--- src/rtl/thor2022_mmu_walk_arb_if.sv ---
// Thor2022 MMU walk arbiter bus: three miss requesters on one side,
// the shared page-table-walk engine on the other.
// Signals:
//   req_i/adr0_i..adr2_i    requests and addresses from ITLB, DTLB, PMT
//   gnt_o/done_o/err_o      owner grant, completion pulse, error flag
//   walk_req_o/adr/src      start pulse, address and owner to the engine
//   walk_ack_i/walk_err_i   engine completion and fault
// Modports: master = arbiter, slave = requesters plus walk engine.
interface thor2022_mmu_walk_arb_if #(
    parameter int AW = 32
);
    logic [2:0]    req_i;
    logic [AW-1:0] adr0_i;
    logic [AW-1:0] adr1_i;
    logic [AW-1:0] adr2_i;
    logic [2:0]    gnt_o;
    logic [2:0]    done_o;
    logic          err_o;
    logic          walk_req_o;
    logic [AW-1:0] walk_adr_o;
    logic [1:0]    walk_src_o;
    logic          walk_ack_i;
    logic          walk_err_i;

    modport master (
        input  req_i, adr0_i, adr1_i, adr2_i,
        input  walk_ack_i, walk_err_i,
        output gnt_o, done_o, err_o,
        output walk_req_o, walk_adr_o, walk_src_o
    );

    modport slave (
        output req_i, adr0_i, adr1_i, adr2_i,
        output walk_ack_i, walk_err_i,
        input  gnt_o, done_o, err_o,
        input  walk_req_o, walk_adr_o, walk_src_o
    );
endinterface

--- src/rtl/thor2022_mmu_walk_arb.sv ---
// Round-robin arbiter sharing one page-table-walk engine between
// ITLB (0), DTLB (1) and PMT fetch (2), with a walk timeout.
// Ports:
//   clk_i   clock, all state on its rising edge
//   rst_ni  synchronous active-low reset
//   bus     thor2022_mmu_walk_arb_if.master (requesters + engine)
module thor2022_mmu_walk_arb #(
    parameter int TIMEOUT = 255,
    parameter int AW      = 32
) (
    input  logic                           clk_i,
    input  logic                           rst_ni,
    thor2022_mmu_walk_arb_if.master        bus
);
    typedef enum logic [1:0] {
        IDLE  = 2'd0,
        ISSUE = 2'd1,
        WAIT  = 2'd2,
        DONE  = 2'd3
    } state_e;

    localparam logic [7:0] TO_M1 = 8'(TIMEOUT - 1);

    state_e        state_q, state_d;
    logic [2:0]    gnt_q, gnt_d;
    logic [2:0]    done_q, done_d;
    logic          err_q, err_d;
    logic          wreq_q, wreq_d;
    logic [AW-1:0] adr_q, adr_d;
    logic [1:0]    src_q, src_d;
    logic [7:0]    cnt_q, cnt_d;
    logic [1:0]    last_q, last_d;

    logic [1:0]    pick;
    logic [1:0]    cand;
    logic          found;
    logic [AW-1:0] pick_adr;

    // Search starts one past the last owner and wraps modulo 3.
    always_comb begin
        pick  = 2'd0;
        found = 1'b0;
        cand  = last_q;
        for (int k = 0; k < 3; k++) begin
            cand = (cand == 2'd2) ? 2'd0 : cand + 2'd1;
            if (!found && bus.req_i[cand]) begin
                found = 1'b1;
                pick  = cand;
            end
        end
    end

    always_comb begin
        unique case (pick)
            2'd1:    pick_adr = bus.adr1_i;
            2'd2:    pick_adr = bus.adr2_i;
            default: pick_adr = bus.adr0_i;
        endcase
    end

    always_comb begin
        state_d = state_q;
        gnt_d   = gnt_q;
        done_d  = 3'b000;
        err_d   = err_q;
        wreq_d  = 1'b0;
        adr_d   = adr_q;
        src_d   = src_q;
        cnt_d   = cnt_q;
        last_d  = last_q;
        unique case (state_q)
            IDLE: begin
                if (found) begin
                    gnt_d   = 3'b001 << pick;
                    src_d   = pick;
                    adr_d   = pick_adr;
                    state_d = ISSUE;
                end
            end
            ISSUE: begin
                // Registered, so the pulse lands in the first WAIT cycle.
                wreq_d  = 1'b1;
                cnt_d   = 8'd0;
                state_d = WAIT;
            end
            WAIT: begin
                // Ack is tested first so it wins over a same-cycle timeout.
                if (bus.walk_ack_i) begin
                    done_d  = gnt_q;
                    err_d   = bus.walk_err_i;
                    state_d = DONE;
                end else if (cnt_q == TO_M1) begin
                    done_d  = gnt_q;
                    err_d   = 1'b1;
                    state_d = DONE;
                end else if (cnt_q != 8'hFF) begin
                    cnt_d = cnt_q + 8'd1;
                end
            end
            DONE: begin
                last_d  = src_q;
                gnt_d   = 3'b000;
                state_d = IDLE;
            end
        endcase
    end

    always_ff @(posedge clk_i) begin
        if (!rst_ni) begin
            state_q <= IDLE;
            gnt_q   <= 3'b000;
            done_q  <= 3'b000;
            err_q   <= 1'b0;
            wreq_q  <= 1'b0;
            adr_q   <= '0;
            src_q   <= 2'd0;
            cnt_q   <= 8'd0;
            last_q  <= 2'd2;
        end else begin
            state_q <= state_d;
            gnt_q   <= gnt_d;
            done_q  <= done_d;
            err_q   <= err_d;
            wreq_q  <= wreq_d;
            adr_q   <= adr_d;
            src_q   <= src_d;
            cnt_q   <= cnt_d;
            last_q  <= last_d;
        end
    end

    assign bus.gnt_o      = gnt_q;
    assign bus.done_o     = done_q;
    assign bus.err_o      = err_q;
    assign bus.walk_req_o = wreq_q;
    assign bus.walk_adr_o = adr_q;
    assign bus.walk_src_o = src_q;
endmodule

--- src/flat_wrapper.sv ---
// flat-port wrapper written by rule: the top's interface ports become plain ports
module thor2022_mmu_walk_arb_flat 
#(
    parameter int TIMEOUT = 255,
    parameter int AW      = 32
)
  (clk_i, rst_ni, bus_req_i, bus_adr0_i, bus_adr1_i, bus_adr2_i, bus_walk_ack_i, bus_walk_err_i, bus_gnt_o, bus_done_o, bus_err_o, bus_walk_req_o, bus_walk_adr_o, bus_walk_src_o);
  thor2022_mmu_walk_arb_if #(.AW(AW)) bus_i ();
  input  logic clk_i;
  input  logic rst_ni;
  input wire logic [$bits(bus_i.req_i)-1:0] bus_req_i;
  input wire logic [$bits(bus_i.adr0_i)-1:0] bus_adr0_i;
  input wire logic [$bits(bus_i.adr1_i)-1:0] bus_adr1_i;
  input wire logic [$bits(bus_i.adr2_i)-1:0] bus_adr2_i;
  input wire logic [$bits(bus_i.walk_ack_i)-1:0] bus_walk_ack_i;
  input wire logic [$bits(bus_i.walk_err_i)-1:0] bus_walk_err_i;
  output wire logic [$bits(bus_i.gnt_o)-1:0] bus_gnt_o;
  output wire logic [$bits(bus_i.done_o)-1:0] bus_done_o;
  output wire logic [$bits(bus_i.err_o)-1:0] bus_err_o;
  output wire logic [$bits(bus_i.walk_req_o)-1:0] bus_walk_req_o;
  output wire logic [$bits(bus_i.walk_adr_o)-1:0] bus_walk_adr_o;
  output wire logic [$bits(bus_i.walk_src_o)-1:0] bus_walk_src_o;
  assign bus_i.req_i = bus_req_i;
  assign bus_i.adr0_i = bus_adr0_i;
  assign bus_i.adr1_i = bus_adr1_i;
  assign bus_i.adr2_i = bus_adr2_i;
  assign bus_i.walk_ack_i = bus_walk_ack_i;
  assign bus_i.walk_err_i = bus_walk_err_i;
  assign bus_gnt_o = bus_i.gnt_o;
  assign bus_done_o = bus_i.done_o;
  assign bus_err_o = bus_i.err_o;
  assign bus_walk_req_o = bus_i.walk_req_o;
  assign bus_walk_adr_o = bus_i.walk_adr_o;
  assign bus_walk_src_o = bus_i.walk_src_o;
  thor2022_mmu_walk_arb #(.TIMEOUT(TIMEOUT), .AW(AW)) u_core (.clk_i(clk_i), .rst_ni(rst_ni), .bus(bus_i));
endmodule
--- config.mk ---
export PLATFORM = sky130hd
export DESIGN_NAME = thor2022_mmu_walk_arb_flat
export DESIGN_NICKNAME = d
export VERILOG_FILES = /design/src/rtl/thor2022_mmu_walk_arb_if.sv /design/src/rtl/thor2022_mmu_walk_arb.sv /design/src/flat_wrapper.sv
export SDC_FILE = /design/constraint.sdc
export NUM_CORES = 1
export LEC_CHECK = 0
export ABC_CLOCK_PERIOD_IN_PS = 2600
export BUFFER_PORTS_ARGS = -buffer_cell sky130_fd_sc_hd__buf_2
export CORE_MARGIN = 4
export CORE_UTILIZATION = 35
export DETAILED_ROUTE_END_ITERATION = 8
export SLEW_MARGIN = 20
export SYNTH_ARGS = -nofsm -noshare
export SYNTH_HDL_FRONTEND = slang
export SYNTH_SLANG_ARGS = --single-unit
--- constraint.sdc ---
create_clock -name clk_i -period 2.6 [get_ports clk_i]
set_input_delay 0.13 -clock clk_i [delete_from_list [all_inputs] [get_ports clk_i]]
set_output_delay 0.13 -clock clk_i [all_outputs]
set_load 0.02 [all_outputs]
== Word level (Yosys, flattened, before mapping) ==
Index checks and enable logic that the tools add are counted.

* Flip-flop bits (word level): 54
* Output and inout bits: 42
* Logic and storage cells: 77

* $add $sub $neg: 4
* Order comparisons: 3
* Equal/unequal tests: 15
* Shifts and indexed selects: 1
* Muxes and demuxes: 31
* Reduce and logical (&&, ||, !) cells: 14

{| class="wikitable"
|+ Operator list
! cell !! count
|-
| 32-bit case mux with 2 select lines || 1
|-
| 8-bit two-way mux || 3
|-
| 2-bit two-way mux || 9
|-
| 8-bit case mux with 2 select lines || 1
|-
| 2-bit == test, second input constant || 6
|-
| 2-bit AND reduction || 5
|-
| 2-bit by 3-bit < comparator with 1-bit output, second input constant || 3
|-
| 1-bit two-way mux || 9
|-
| 3-bit two-way mux || 3
|-
| 8-bit by 1-bit adder with 8-bit output, second input constant || 1
|-
| 8-bit == test, second input constant || 1
|-
| 8-bit != test, second input constant || 1
|-
| 2-bit case mux with 4 select lines || 1
|-
| 2-bit by 1-bit adder with 2-bit output, second input constant || 3
|-
| 1-bit binary-select mux with 2-bit select || 3
|-
| 3-bit case mux with 2 select lines || 1
|-
| 2-bit nonzero test || 3
|-
| 2-bit by 1-bit == test with 1-bit output, second input constant || 2
|-
| 2-bit by 1-bit != test with 1-bit output, second input constant || 2
|-
| 2-bit != test, second input constant || 2
|-
| 4-bit AND reduction || 1
|-
| 3-bit by 2-bit != test with 1-bit output, second input constant || 1
|-
| 1-bit by 2-bit << shifter with 3-bit output, first input constant || 1
|-
| 1-bit logical AND || 2
|-
| 2 further kinds || 3
|}

== Logic depth before layout (Yosys ltp) ==
* Depth after elaboration: 14
* Gate-level depth with buffers: 11
* Gate-level depth less buffers: 9

== Worst setup path after synthesis ==
No wires, ideal clock.

* Path kind: register to register
* Start point: register u_core.last_q[1]
* End point: register u_core.adr_q[17] (netlist: u_core.bus.walk_adr_o[17])
* Library setup time: 0.071 ns
* Data arrival time: 1.740 ns
* Slack: 0.790 ns
* Stages on the path, launching flop included: 11
* Path buffers: 2
* Period minus slack after synthesis: 1.810 ns
* Cells stage by stage: dfxtp_1 > inv_1 > a21oi_1 > o21ai_0 > ha_1 > clkbuf_1 > clkbuf_1 > a22oi_1 > nand2_1 > o211ai_2 > a21oi_2

* Word-level cells in the longest chain between the ends: 13

{| class="wikitable"
|+ Ends and longest elaborated chain
! element !! line !! text
|-
| start, declared || thor2022_mmu_walk_arb.sv:32 || <nowiki>logic [1:0] last_q, last_d;</nowiki>
|-
| start signal, assigned || thor2022_mmu_walk_arb.sv:128 || <nowiki>last_q <= last_d;</nowiki>
|-
| 2-bit by 1-bit adder with 2-bit output or 2-bit == test (tied branches) || thor2022_mmu_walk_arb.sv:45 || <nowiki>cand = (cand == 2'd2) ? 2'd0 : cand + 2'd1;</nowiki>
|-
| 2-bit two-way mux (*) || thor2022_mmu_walk_arb.sv:45 ||
|-
| parallel branches: the longest is 11 deep, another holds 2-bit by 1-bit adder with 2-bit output || -- ||
|-
| end signal, assigned || thor2022_mmu_walk_arb.sv:125 || <nowiki>adr_q <= adr_d;</nowiki>
|-
| end, declared || thor2022_mmu_walk_arb.sv:29 || <nowiki>logic [AW-1:0] adr_q, adr_d;</nowiki>
|}

Mark *: on every way between the ends. The select of a mux whose other input is x is not followed.
A chain may end at the register's enable or synchronous reset.

== Final worst setup path ==
* Start point: register u_core.last_q[1]
* End point: register u_core.adr_q[9] (netlist: u_core.bus.walk_adr_o[9])

* Word-level cells in the longest chain between the ends: 13

{| class="wikitable"
|+ Ends and longest elaborated chain
! element !! line !! text
|-
| 2-bit by 1-bit adder with 2-bit output or 2-bit == test (tied branches) || thor2022_mmu_walk_arb.sv:45 ||
|-
| 2-bit two-way mux (*) || thor2022_mmu_walk_arb.sv:45 ||
|-
| parallel branches: the longest is 8 deep, another holds 2-bit by 1-bit adder with 2-bit output || -- ||
|-
| 2-bit two-way mux (*) || thor2022_mmu_walk_arb.sv:46 || <nowiki>if (!found && bus.req_i[cand]) begin</nowiki>
|-
| net u_core.pick[0] || thor2022_mmu_walk_arb.sv:34 || <nowiki>logic [1:0] pick;</nowiki>
|-
| 2-bit == test or 2-bit by 1-bit == test with 1-bit output (tied branches) || thor2022_mmu_walk_arb.sv:54 || <nowiki>unique case (pick)</nowiki>
|-
| 32-bit case mux with 2 select lines (*) || thor2022_mmu_walk_arb.sv:54 ||
|}

Mark *: on every way through the listed nets, which the timed path passes. The select of a mux whose other input is x is not followed.

==> summary.txt <==
Status: finished clean
CTS Buffer Depth: 2
Die area: 0.0106 mm²
Commonest non-fill, non-tap cell in the layout: buf_2
Max-slew headroom: 0.520
Gr usage total: 0.163
Synth Cell Area: 0.00317 mm²
Gp weighted congestion: 0.790
Resize count post-CTS: 0
Vias in the first global route: 2808
Lkg Pwr: 1.76 nW
CTS HTree Levels: 2
Cell taking the most area after synthesis: dfxtp_1
Warnings from Yosys: 0
Most used DFF post-synth: dfxtp_1
Placed insts: 583
Core Footprint: 0.00876 mm²
Row Count: 34
Multi-input gate area: 0.00186 mm²
Pwr dens: 846 mW/mm²
Clock Skew: 8.34 ps
Clock net sink count: 54
Non-filler cells, final: 591
Worst-margin pin slew: 718 ps
Clk pin slew, worst setup/hold paths: 100 ps
DRT iter0 DRCs: 97
VDD IR max: 0.000431 V
Post-synthesis cell count: 356
Clock latency at the later pin of the worst-skew pair: 310 ps
Port buffer count: 144
Num CTS Buffers: 5
Final period utilization: 0.787
Antenna cells: 0
GRT overflow: 0
Final TNS setup: 0 ps
Vias: 3005
Via density: 5.08
RSZ-0062 raised after global routing: no
Filler Cells Inserted: 902
Critical path, cell by cell: inv_1, a21oi_1, o21ai_0, inv_1, ha_1, buf_4, a22oi_1, nand2_1, o211ai_2, a21oi_2
Final HPWL DP: 6.57 mm
Final WL: 8.94 mm
Top-area cell type share of the netlist area: 0.341
DRC: 0
Die X: 103 µm
CP peak stage delay: 330 ps
Largest net degree at the start of global routing: 65
Critical path class: register to register
Yosys cell types: 49
Register area: 0.00108 mm²
Fin. Hold Viols: 0
NumNets Final: 595
Fmax: 489 MHz
Maximum capacitance violations: 0
Initial Utilization: 0.361
Hold Crit Class: primary input to register
CP max stage cell: dfxtp_1
Synth async-reset ratio: 0
Most frequent cell on the critical path: inv_1
Vert. Die Dim: 103 µm
Seq/Total Area, Yosys: 0.341
Crit end category: register
Syn avg cell area: 8.90 µm²
Area Growth Syn to Fin: 26.3%
Final setup vio count: 0
CP max FO: 27
Remaining antenna violation count after routing: 0
First-pass GRT wire length: 13.9 mm
Top Ports: 145
Tot Pwr: 3.38 mW
Layout cells sized above 1: 0.476
DR WL/cell: 15.1 µm
EDFF count, synth: 0
Worst EP arrival: 2230 ps
Slew Viols, Final: 0
Yosys reg bits: 54
First-pass iteration count of the detailed router: 4
Crit path launch type: register
Root buf cell: clkbuf_8
Largest cells by area after synthesis: dfxtp_1 34%, o211ai_2 12%, nand2_1 8.8%
# hold bufs at CTS: 0
Fin crit period: 2050 ps
Hold WS: 95.5 ps
Mapped Nets: 469
Most frequent cells in the layout: 144 x buf_2, 74 x nand2_1, 54 x dfxtp_1
Initial antenna violation count: 0
Setup Buffers After CTS: 0
CTS tree: built
Req. time, crit path: 2780 ps
==> per-layer routing <==
layer | GRT usage | part of all wire
met1 | 0.212 | 0.42
met2 | 0.273 | 0.51
met3 | 0.0433 | 0.068
met4 | 0.0319 | 0.0040
met5 | 0 | 0
==> path summary, 6_finish.rpt <==
check	from	end	slack (ps)	cells after the start
worst min-delay path	bus_walk_err_i	u_core.bus.err_o$_SDFFE_PN0P_	100	3
worst max-delay path	u_core.last_q[1]$_SDFFE_PN1P_	u_core.bus.walk_adr_o[9]$_SDFFE_PN0P_	550	10
worst max register to register	u_core.last_q[1]$_SDFFE_PN1P_	u_core.bus.walk_adr_o[9]$_SDFFE_PN0P_	550	10
worst min register to register	u_core.bus.walk_adr_o[3]$_SDFFE_PN0P_	u_core.bus.walk_adr_o[3]$_SDFFE_PN0P_	470	2
==> area by class of cell <==
cell class,count,share of cell area
clock buffer,5,0.0172
timing repair buffer,149,0.193
sequential,54,0.270
tap,108,0.0338
inverter,12,0.0113
clock inverter,3,0.0100
multi-input combinational,260,0.465
==> through the flow <==
stage | area, µm² | setup WS [ps] | utilization
finish | 4000 | 554 | 0.456
global route | 4000 | 290 | 0.456
CTS | 4000 | 525 | 0.456
detailed placement | 3890 | 542 | 0.444
global placement | 3890 | 600 | 0.444
floorplan | 3170 | 790 | -
==> flip-flops by register name, indices dropped and copies added (netlist names) <==
| signal | count |
|---|---|
| u_core.cnt_q | 8 |
| u_core.bus.walk_req_o | 1 |
| u_core.state_q | 2 |
| u_core.bus.walk_adr_o | 32 |
| u_core.bus.done_o | 3 |
| u_core.bus.gnt_o | 3 |
| u_core.bus.walk_src_o | 2 |
| u_core.bus.err_o | 1 |
| u_core.last_q | 2 |
==> critical path: cells and delay by family (launching register included) <==
kind	cells	cell delay [ps]
compound gates	5	780
fa+ha+maj	1	300
buf+inv	3	420
flops	1	330
simple gates	1	90
==> logic make-up after synthesis <==
logic type	count (synthesis)	share of synthesized area
AOI/OAI and AO/OA	130	0.363
and+or+nand+nor	114	0.164
DFF	54	0.341
buffers and inverters	42	0.0723
adders and majority gates	10	0.0395
muxes	5	0.0166
xor gates and xnor gates	1	0.00277
==> power by group <==
part | internal, mW | switching (mW)
Clock | 0.284 | 0.281
Sequential | 1.03 | 0.120
Combinational | 0.596 | 1.07
==> cells in the mapped netlist (4+ instances only) <==
master and count:
inv_1 12, o211ai_1 6, nand2_1 74, clkbuf_1 13
a22oi_1 32, o21ai_0 4, dfxtp_1 54, and3_1 4
o211ai_2 31, and2_1 5, ha_1 10, nor2_1 12
a21oi_1 12, a21oi_2 30, buf_2 9
(Power assumes the default switching activity.)
